**config.mk**
```make
export PLATFORM = sky130hd
export DESIGN_NAME = instr_issue_queue
export DESIGN_NICKNAME = d
export VERILOG_FILES = /design/src/rtl/instr_issue_queue_pkg.sv /design/src/rtl/issue_fifo_mem.sv /design/src/rtl/instr_issue_queue.sv
export SDC_FILE = /design/constraint.sdc
export NUM_CORES = 1
export LEC_CHECK = 0
export CORE_MARGIN = 2
export CORE_UTILIZATION = 30
export CTS_CLUSTER_SIZE = 25
export DETAILED_ROUTE_END_ITERATION = 7
export GPL_ROUTABILITY_DRIVEN = 0
export PLACE_DENSITY_LB_ADDON = 0.08
export SYNTH_ARGS = -nofsm -noshare
export SYNTH_HDL_FRONTEND = slang
export SYNTH_HIERARCHICAL = 1
export SYNTH_SLANG_ARGS = --single-unit
```
**constraint.sdc**
```tcl
create_clock -name cpu_clk -period 5.15 [get_ports cpu_clk]
set_input_delay 1.03 -clock cpu_clk [delete_from_list [all_inputs] [get_ports cpu_clk]]
set_output_delay 1.03 -clock cpu_clk [all_outputs]
set_load 0.02 [all_outputs]
```
**src/rtl/instr_issue_queue_pkg.sv**
```systemverilog
// Shared definitions for the instruction issue queue: FSM encoding,
// RV32 opcode constants and an I-type encoder for host logic and benches.
package instr_issue_queue_pkg;

  typedef enum logic [1:0] {
    ST_IDLE  = 2'd0,
    ST_ISSUE = 2'd1,
    ST_GAP   = 2'd2
  } issue_state_e;

  localparam logic [6:0] OP_IMM  = 7'b0010011;
  localparam logic [2:0] F3_ADDI = 3'b000;

  function automatic logic [31:0] encode_itype(
    input logic [6:0]  opcode,
    input logic [2:0]  funct3,
    input logic [4:0]  rd,
    input logic [4:0]  rs1,
    input logic [11:0] imm12
  );
    return {imm12, rs1, funct3, rd, opcode};
  endfunction

endpackage

```
**src/rtl/issue_fifo_mem.sv**
```systemverilog
// Entry storage for the issue queue: registered write port and a
// combinational read of the head entry.
module issue_fifo_mem
  import instr_issue_queue_pkg::*;
#(
  parameter int unsigned DEPTH    = 8,
  parameter int unsigned XLEN     = 32,
  parameter int unsigned REPEAT_W = 8
) (
  input  logic                         clk_i,
  input  logic                         we_i,
  input  logic [$clog2(DEPTH)-1:0]     waddr_i,
  input  logic [XLEN+REPEAT_W-1:0]     wdata_i,
  input  logic [$clog2(DEPTH)-1:0]     raddr_i,
  output logic [XLEN+REPEAT_W-1:0]     rdata_o
);

  logic [XLEN+REPEAT_W-1:0] mem_q [DEPTH];

  always_ff @(posedge clk_i) begin
    if (we_i) begin
      mem_q[waddr_i] <= wdata_i;
    end
  end

  assign rdata_o = mem_q[raddr_i];

endmodule

```
**src/rtl/instr_issue_queue.sv**
```systemverilog
// Instruction issue queue: buffers host-written instructions and presents
// each one to the CPU a programmable number of times with idle gaps.
module instr_issue_queue
  import instr_issue_queue_pkg::*;
#(
  parameter int unsigned XLEN     = 32,
  parameter int unsigned DEPTH    = 8,
  parameter int unsigned REPEAT_W = 8,
  parameter int unsigned GAP_W    = 4
) (
  input  logic                         cpu_clk,
  input  logic                         cpu_rst_n,
  input  logic                         wr_valid,
  input  logic [XLEN-1:0]              wr_instr,
  input  logic [REPEAT_W-1:0]          wr_repeat,
  output logic                         wr_ready,
  input  logic [GAP_W-1:0]             gap_cycles,
  input  logic                         flush,
  input  logic                         cpu_take,
  output logic [XLEN-1:0]              cpu_instruction,
  output logic                         cpu_instruction_RDY_BSY,
  output logic [$clog2(DEPTH+1)-1:0]   count,
  output logic [15:0]                  issued_total
);

  localparam int unsigned AW = $clog2(DEPTH);
  localparam int unsigned CW = $clog2(DEPTH + 1);
  localparam int unsigned EW = XLEN + REPEAT_W;
  localparam logic [CW-1:0] FULL = CW'(DEPTH);

  issue_state_e         state_q;
  logic [AW-1:0]        wr_ptr_q;
  logic [AW-1:0]        rd_ptr_q;
  logic [CW-1:0]        count_q;
  logic [CW-1:0]        count_d;
  logic [REPEAT_W-1:0]  done_q;
  logic [GAP_W-1:0]     gap_q;
  logic [15:0]          issued_q;

  logic [EW-1:0]        head;
  logic [XLEN-1:0]      head_instr;
  logic [REPEAT_W-1:0]  head_rep;
  logic [REPEAT_W-1:0]  wr_rep_norm;
  logic                 wr_fire;
  logic                 issue_fire;
  logic                 last_rep;
  logic                 pop;

  issue_fifo_mem #(
    .DEPTH    (DEPTH),
    .XLEN     (XLEN),
    .REPEAT_W (REPEAT_W)
  ) u_mem (
    .clk_i   (cpu_clk),
    .we_i    (wr_fire),
    .waddr_i (wr_ptr_q),
    .wdata_i ({wr_rep_norm, wr_instr}),
    .raddr_i (rd_ptr_q),
    .rdata_o (head)
  );

  assign head_instr = head[XLEN-1:0];
  assign head_rep   = head[EW-1:XLEN];

  // Repeats are tracked as issues already done against the stored count,
  // so a pop can move straight to the next head without a preload cycle.
  always_comb begin
    wr_rep_norm = (wr_repeat == '0) ? REPEAT_W'(1) : wr_repeat;
    wr_fire     = wr_valid && wr_ready && !flush;
    issue_fire  = (state_q == ST_ISSUE) && cpu_take;
    last_rep    = (done_q == (head_rep - REPEAT_W'(1)));
    pop         = issue_fire && last_rep;
    count_d     = count_q;
    if (wr_fire && !pop) begin
      count_d = count_q + CW'(1);
    end else if (pop && !wr_fire) begin
      count_d = count_q - CW'(1);
    end
  end

  always_ff @(posedge cpu_clk or negedge cpu_rst_n) begin
    if (!cpu_rst_n) begin
      state_q  <= ST_IDLE;
      wr_ptr_q <= '0;
      rd_ptr_q <= '0;
      count_q  <= '0;
      done_q   <= '0;
      gap_q    <= '0;
      issued_q <= '0;
    end else if (flush) begin
      state_q  <= ST_IDLE;
      wr_ptr_q <= '0;
      rd_ptr_q <= '0;
      count_q  <= '0;
      done_q   <= '0;
      gap_q    <= '0;
      issued_q <= '0;
    end else begin
      count_q <= count_d;
      if (wr_fire) begin
        wr_ptr_q <= wr_ptr_q + AW'(1);
      end
      if (pop) begin
        rd_ptr_q <= rd_ptr_q + AW'(1);
      end
      case (state_q)
        ST_IDLE: begin
          if (count_q != '0) begin
            state_q <= ST_ISSUE;
            done_q  <= '0;
          end
        end
        ST_ISSUE: begin
          if (issue_fire) begin
            issued_q <= issued_q + 16'd1;
            done_q   <= last_rep ? '0 : done_q + REPEAT_W'(1);
            if (gap_cycles != '0) begin
              state_q <= ST_GAP;
              gap_q   <= gap_cycles;
            end else if (count_d == '0) begin
              state_q <= ST_IDLE;
            end
          end
        end
        ST_GAP: begin
          if (gap_q == GAP_W'(1)) begin
            state_q <= (count_q != '0) ? ST_ISSUE : ST_IDLE;
          end else begin
            gap_q <= gap_q - GAP_W'(1);
          end
        end
        default: state_q <= ST_IDLE;
      endcase
    end
  end

  assign wr_ready                = (count_q != FULL);
  assign cpu_instruction_RDY_BSY = (state_q == ST_ISSUE);
  assign cpu_instruction         = cpu_instruction_RDY_BSY ? head_instr : '0;
  assign count                   = count_q;
  assign issued_total            = issued_q;

endmodule

```
==> out/qor.log <==
INFO  cts            tritoncts.num_buffers=43
INFO  pwr            power_report.internal_total=0.00493W
INFO  cts            path_clk_slew=60ps
INFO  floorplanning  floorplan.die.width=228um
INFO  synth          yosys.area.top_type=sky130_fd_sc_hd__edfxtp_1
INFO  critical_path  timing.critical_path.cells=buf_12 -> mux4_1 -> mux2_2 -> and2_1 -> clkdlybuf4s50_1
INFO  synth          synth_flop_cell=sky130_fd_sc_hd__edfxtp_1
INFO  critical_path  maximum_net_fanout_on_the_critical_path=48
INFO  sta            achievable-frequency=230MHz
INFO  sta            clock-skew-final=11.2ps
INFO  flow_run       max_cap_viol=0
INFO  pwr            power.static_leakage=6.03nW
INFO  drt            remaining_drc_errors=0
INFO  cts            cts_setup_buffers=0
INFO  pwr            clockPowerShare=0.430
INFO  floorplanning  die-area=52100um2
INFO  critical_path  worst-endpoint-required=4120ps
INFO  pwr            net_sw_frac=0.215
INFO  sta            period_needed=4340ps
INFO  floorplanning  initial_utilization=0.303
INFO  synth          async_flop_share=0.111
INFO  drt            detail_route.wirelength=33900um
INFO  floorplanning  floorplan.die.height=228um
INFO  final_layout   n_fill_cell=4712
INFO  drt            route.antenna.remaining_nets=0
INFO  final_layout   layout_common_cells=320 x sky130_fd_sc_hd__edfxtp_1, 101 x sky130_fd_sc_hd__clkdlybuf4s50_1, 80 x sky130_fd_sc_hd__mux4_1
INFO  critical_path  worst-setup-path-type=flop to output pin
INFO  drt            drt_pre_antenna_iters=4
INFO  outcome        outcome=finished, final reports clean
INFO  worst_hold_path hp-class=flop to flop
INFO  sta            worst_slack=809ps
INFO  global_routing antenna_found_initial=1
INFO  floorplanning  core_area=49900um2
INFO  cts            cts.hold.buffers_added=0
INFO  cts            number_of_clock_sinks=360
INFO  synth          yosysSeqAreaShare=0.703
INFO  cts            worst_skew_late_latency=560ps
INFO  drt            dr.first_iter.drc_count=433
INFO  global_routing grt_max_degree=49
INFO  synth          netlist.area_leader.share=0.637
INFO  floorplanning  floorplan.rows=82
INFO  synth          synthesis.yosys.warnings=6
INFO  drt            detailroute.via_count=7551
INFO  cts            htree_levels=2
INFO  cts            max_clock_buf_depth=3
INFO  global_routing grt_first_pass_wirelength=51300um
INFO  drt            via_per_inst=4.66
INFO  critical_path  cp-start-kind=flop
INFO  critical_path  critical-path-max-stage-delay=710ps
INFO  synth          number_of_enable_type_register_cells_in_the_synthesized_netlist=320
INFO  final_layout   fin_nets=981
INFO  synth          synth-seq-cells=360
INFO  cts            post_cts_resized=0
INFO  pwr            ir_drop_worst_vdd=0.197mV
INFO  synth          postSynthAreaPerCell=18.9um2
INFO  critical_path  critical_path_s_slowest_cell=sky130_fd_sc_hd__dfrtp_4
INFO  global_routing globalRouteOverflowTotal=0
INFO  floorplanning  io_pins=103
INFO  sta            setup_violations=0
INFO  cts            clockRootBuffer=sky130_fd_sc_hd__clkbuf_16
INFO  sta            grt_setup_unrepaired=false
INFO  critical_path  critical_path.endpoint_type=output pin
INFO  place          preCtsSetupSlack=969ps
INFO  cts            tritoncts=built
INFO  pwr            share_seq_of_total_power=0.517
INFO  place          detailed_place_hpwl=18700um
INFO  sta            final_min_period_over_clock_period=0.843
INFO  pwr            total_power=0.00629W
INFO  pwr            power.density=345nW/um2
INFO  synth          synthesis.instances=798
INFO  sta            timing_worst_slew_pin_value=983ps
INFO  sta            timing_hold_violations_final=0
INFO  global_routing grt_use_total=0.132
INFO  synth          post_synth_main_area_contributors=sky130_fd_sc_hd__edfxtp_1 64%, sky130_fd_sc_hd__mux4_1 14%, sky130_fd_sc_hd__dfrtp_1 6.6%
INFO  final_layout   area_delta_synth_final=20.9%
INFO  final_layout   finalCoreUtilization=0.366
INFO  critical_path  data_arrival_time_at_the_worst_slack_endpoint=3310ps
INFO  sta            setup_total_negative_slack=0ps
INFO  synth          syn-cell-area=15100um2
INFO  final_layout   multi_input_comb_area=4260um2
INFO  final_layout   layout-drive-gt1-share=0.146
INFO  final_layout   leading_cell_type_in_the_layout_fill_and_taps_excluded=sky130_fd_sc_hd__edfxtp_1
INFO  global_routing number_of_global_route_vias_before_repair=7924
INFO  pwr            netSwitchingPower=0.00135W
INFO  final_layout   sequential_cell_area=10600um2
INFO  pwr            p_comb_frac=0.053
INFO  synth          ys_types=46
INFO  synth          synth_nets=856
INFO  sta            maxSlewHeadroom=0.344
INFO  final_layout   antenna-diode-count=0
INFO  place          io_buffer_count=102
INFO  drt            detail_route.wl_per_cell=20.9um
INFO  sta            report.final.slew_viol_count=0
## synth_stat cells (all sizes together), types with 3 or more instances
library cell / instances
edfxtp: 320
mux4: 80
nor2: 51
mux2: 41
dfrtp: 40
and2: 33
clkbuf: 31
nand2: 23
xor2: 20
o21ai: 18
a21oi: 12
buf: 12
nand2b: 12
xnor2: 11
ha: 9
inv: 9
nand4: 9
nand3: 8
nor2b: 7
nor3: 7
and3: 6
mux2i: 5
nor4: 4
a211oi: 3
or2: 3
or4: 3
## critical path, delay by kind of cell, from the launching register on
family	cells	cell delay, ps
buf+inv	2	920
flops	1	710
simple gates	1	160
mux	2	880
## state kept, by name, summed over array words and instances (netlist names)
| register | flops |
|---|---|
| count | 4 |
| u_mem/mem_q | 320 |
| rd_ptr_q | 3 |
| wr_ptr_q | 3 |
| issued_total | 16 |
| done_q | 8 |
| gap_q | 4 |
| state_q | 2 |
## per-stage QoR
step,instance area (um2),hold WS (ps),std cells
2_1_floorplan,15100,507,798
4_1_cts,18200,542,1621
5_1_grt,18200,609,1621
3_3_place_gp,17000,523,1550
3_5_place_dp,17000,526,1550
6_report,18200,533,1621
## routing by layer
layer | track usage | vias to the layer above | share of wire
met5 | 0 | - | 0.00047
met4 | 0.0341 | 2 | 0.017
met3 | 0.0301 | 46 | 0.047
met2 | 0.213 | 139 | 0.47
met1 | 0.179 | 3899 | 0.46
li1 | - | 3465 | -
## final cells by class
cell class,instances,area share
timing repair buffer,123,0.0678
multi-input combinational,386,0.234
clock buffer,51,0.0624
tap,672,0.0461
inverter,9,0.00185
clock inverter,20,0.00604
sequential,360,0.582
## cell families (layout without fill, tap and decap cells)
group,count (synthesis),after routing,share of synthesized area
flip-flops,360,360,0.703
AO/OA/AOI/OAI,48,48,0.0191
adder cells (fa/ha/maj),9,9,0.00747
XOR/XNOR,31,31,0.0180
buffers and inverters,52,203,0.0181
AND/OR/NAND/NOR,172,172,0.0596
multiplexers,126,126,0.174
## power by group through the flow
stage	Clock [W]	Sequential (W)	Combinational [W]
detailed placement	0	0.00331	0.000346
finish	0.00270	0.00325	0.000335
floorplan	0	0.00331	0.000164
global route	0.00293	0.00325	0.000372
global placement	0	0.00331	0.000345
CTS	0.00282	0.00325	0.000348
## path summary, 6_finish.rpt
path                             startpoint  cells past startpoint  slack (ps)                   to
min in group asynchronous         cpu_rst_n                      1         640             gap_q[0]
min reg2reg                issued_total[15]                      2         530     issued_total[15]
max                             rd_ptr_q[0]                      5         810  cpu_instruction[18]
min                        issued_total[15]                      2         530     issued_total[15]
max in group asynchronous         cpu_rst_n                      1        3780          rd_ptr_q[2]
max reg2reg                     rd_ptr_q[0]                     11        1030           state_q[0]
(Power assumes the default switching activity.)
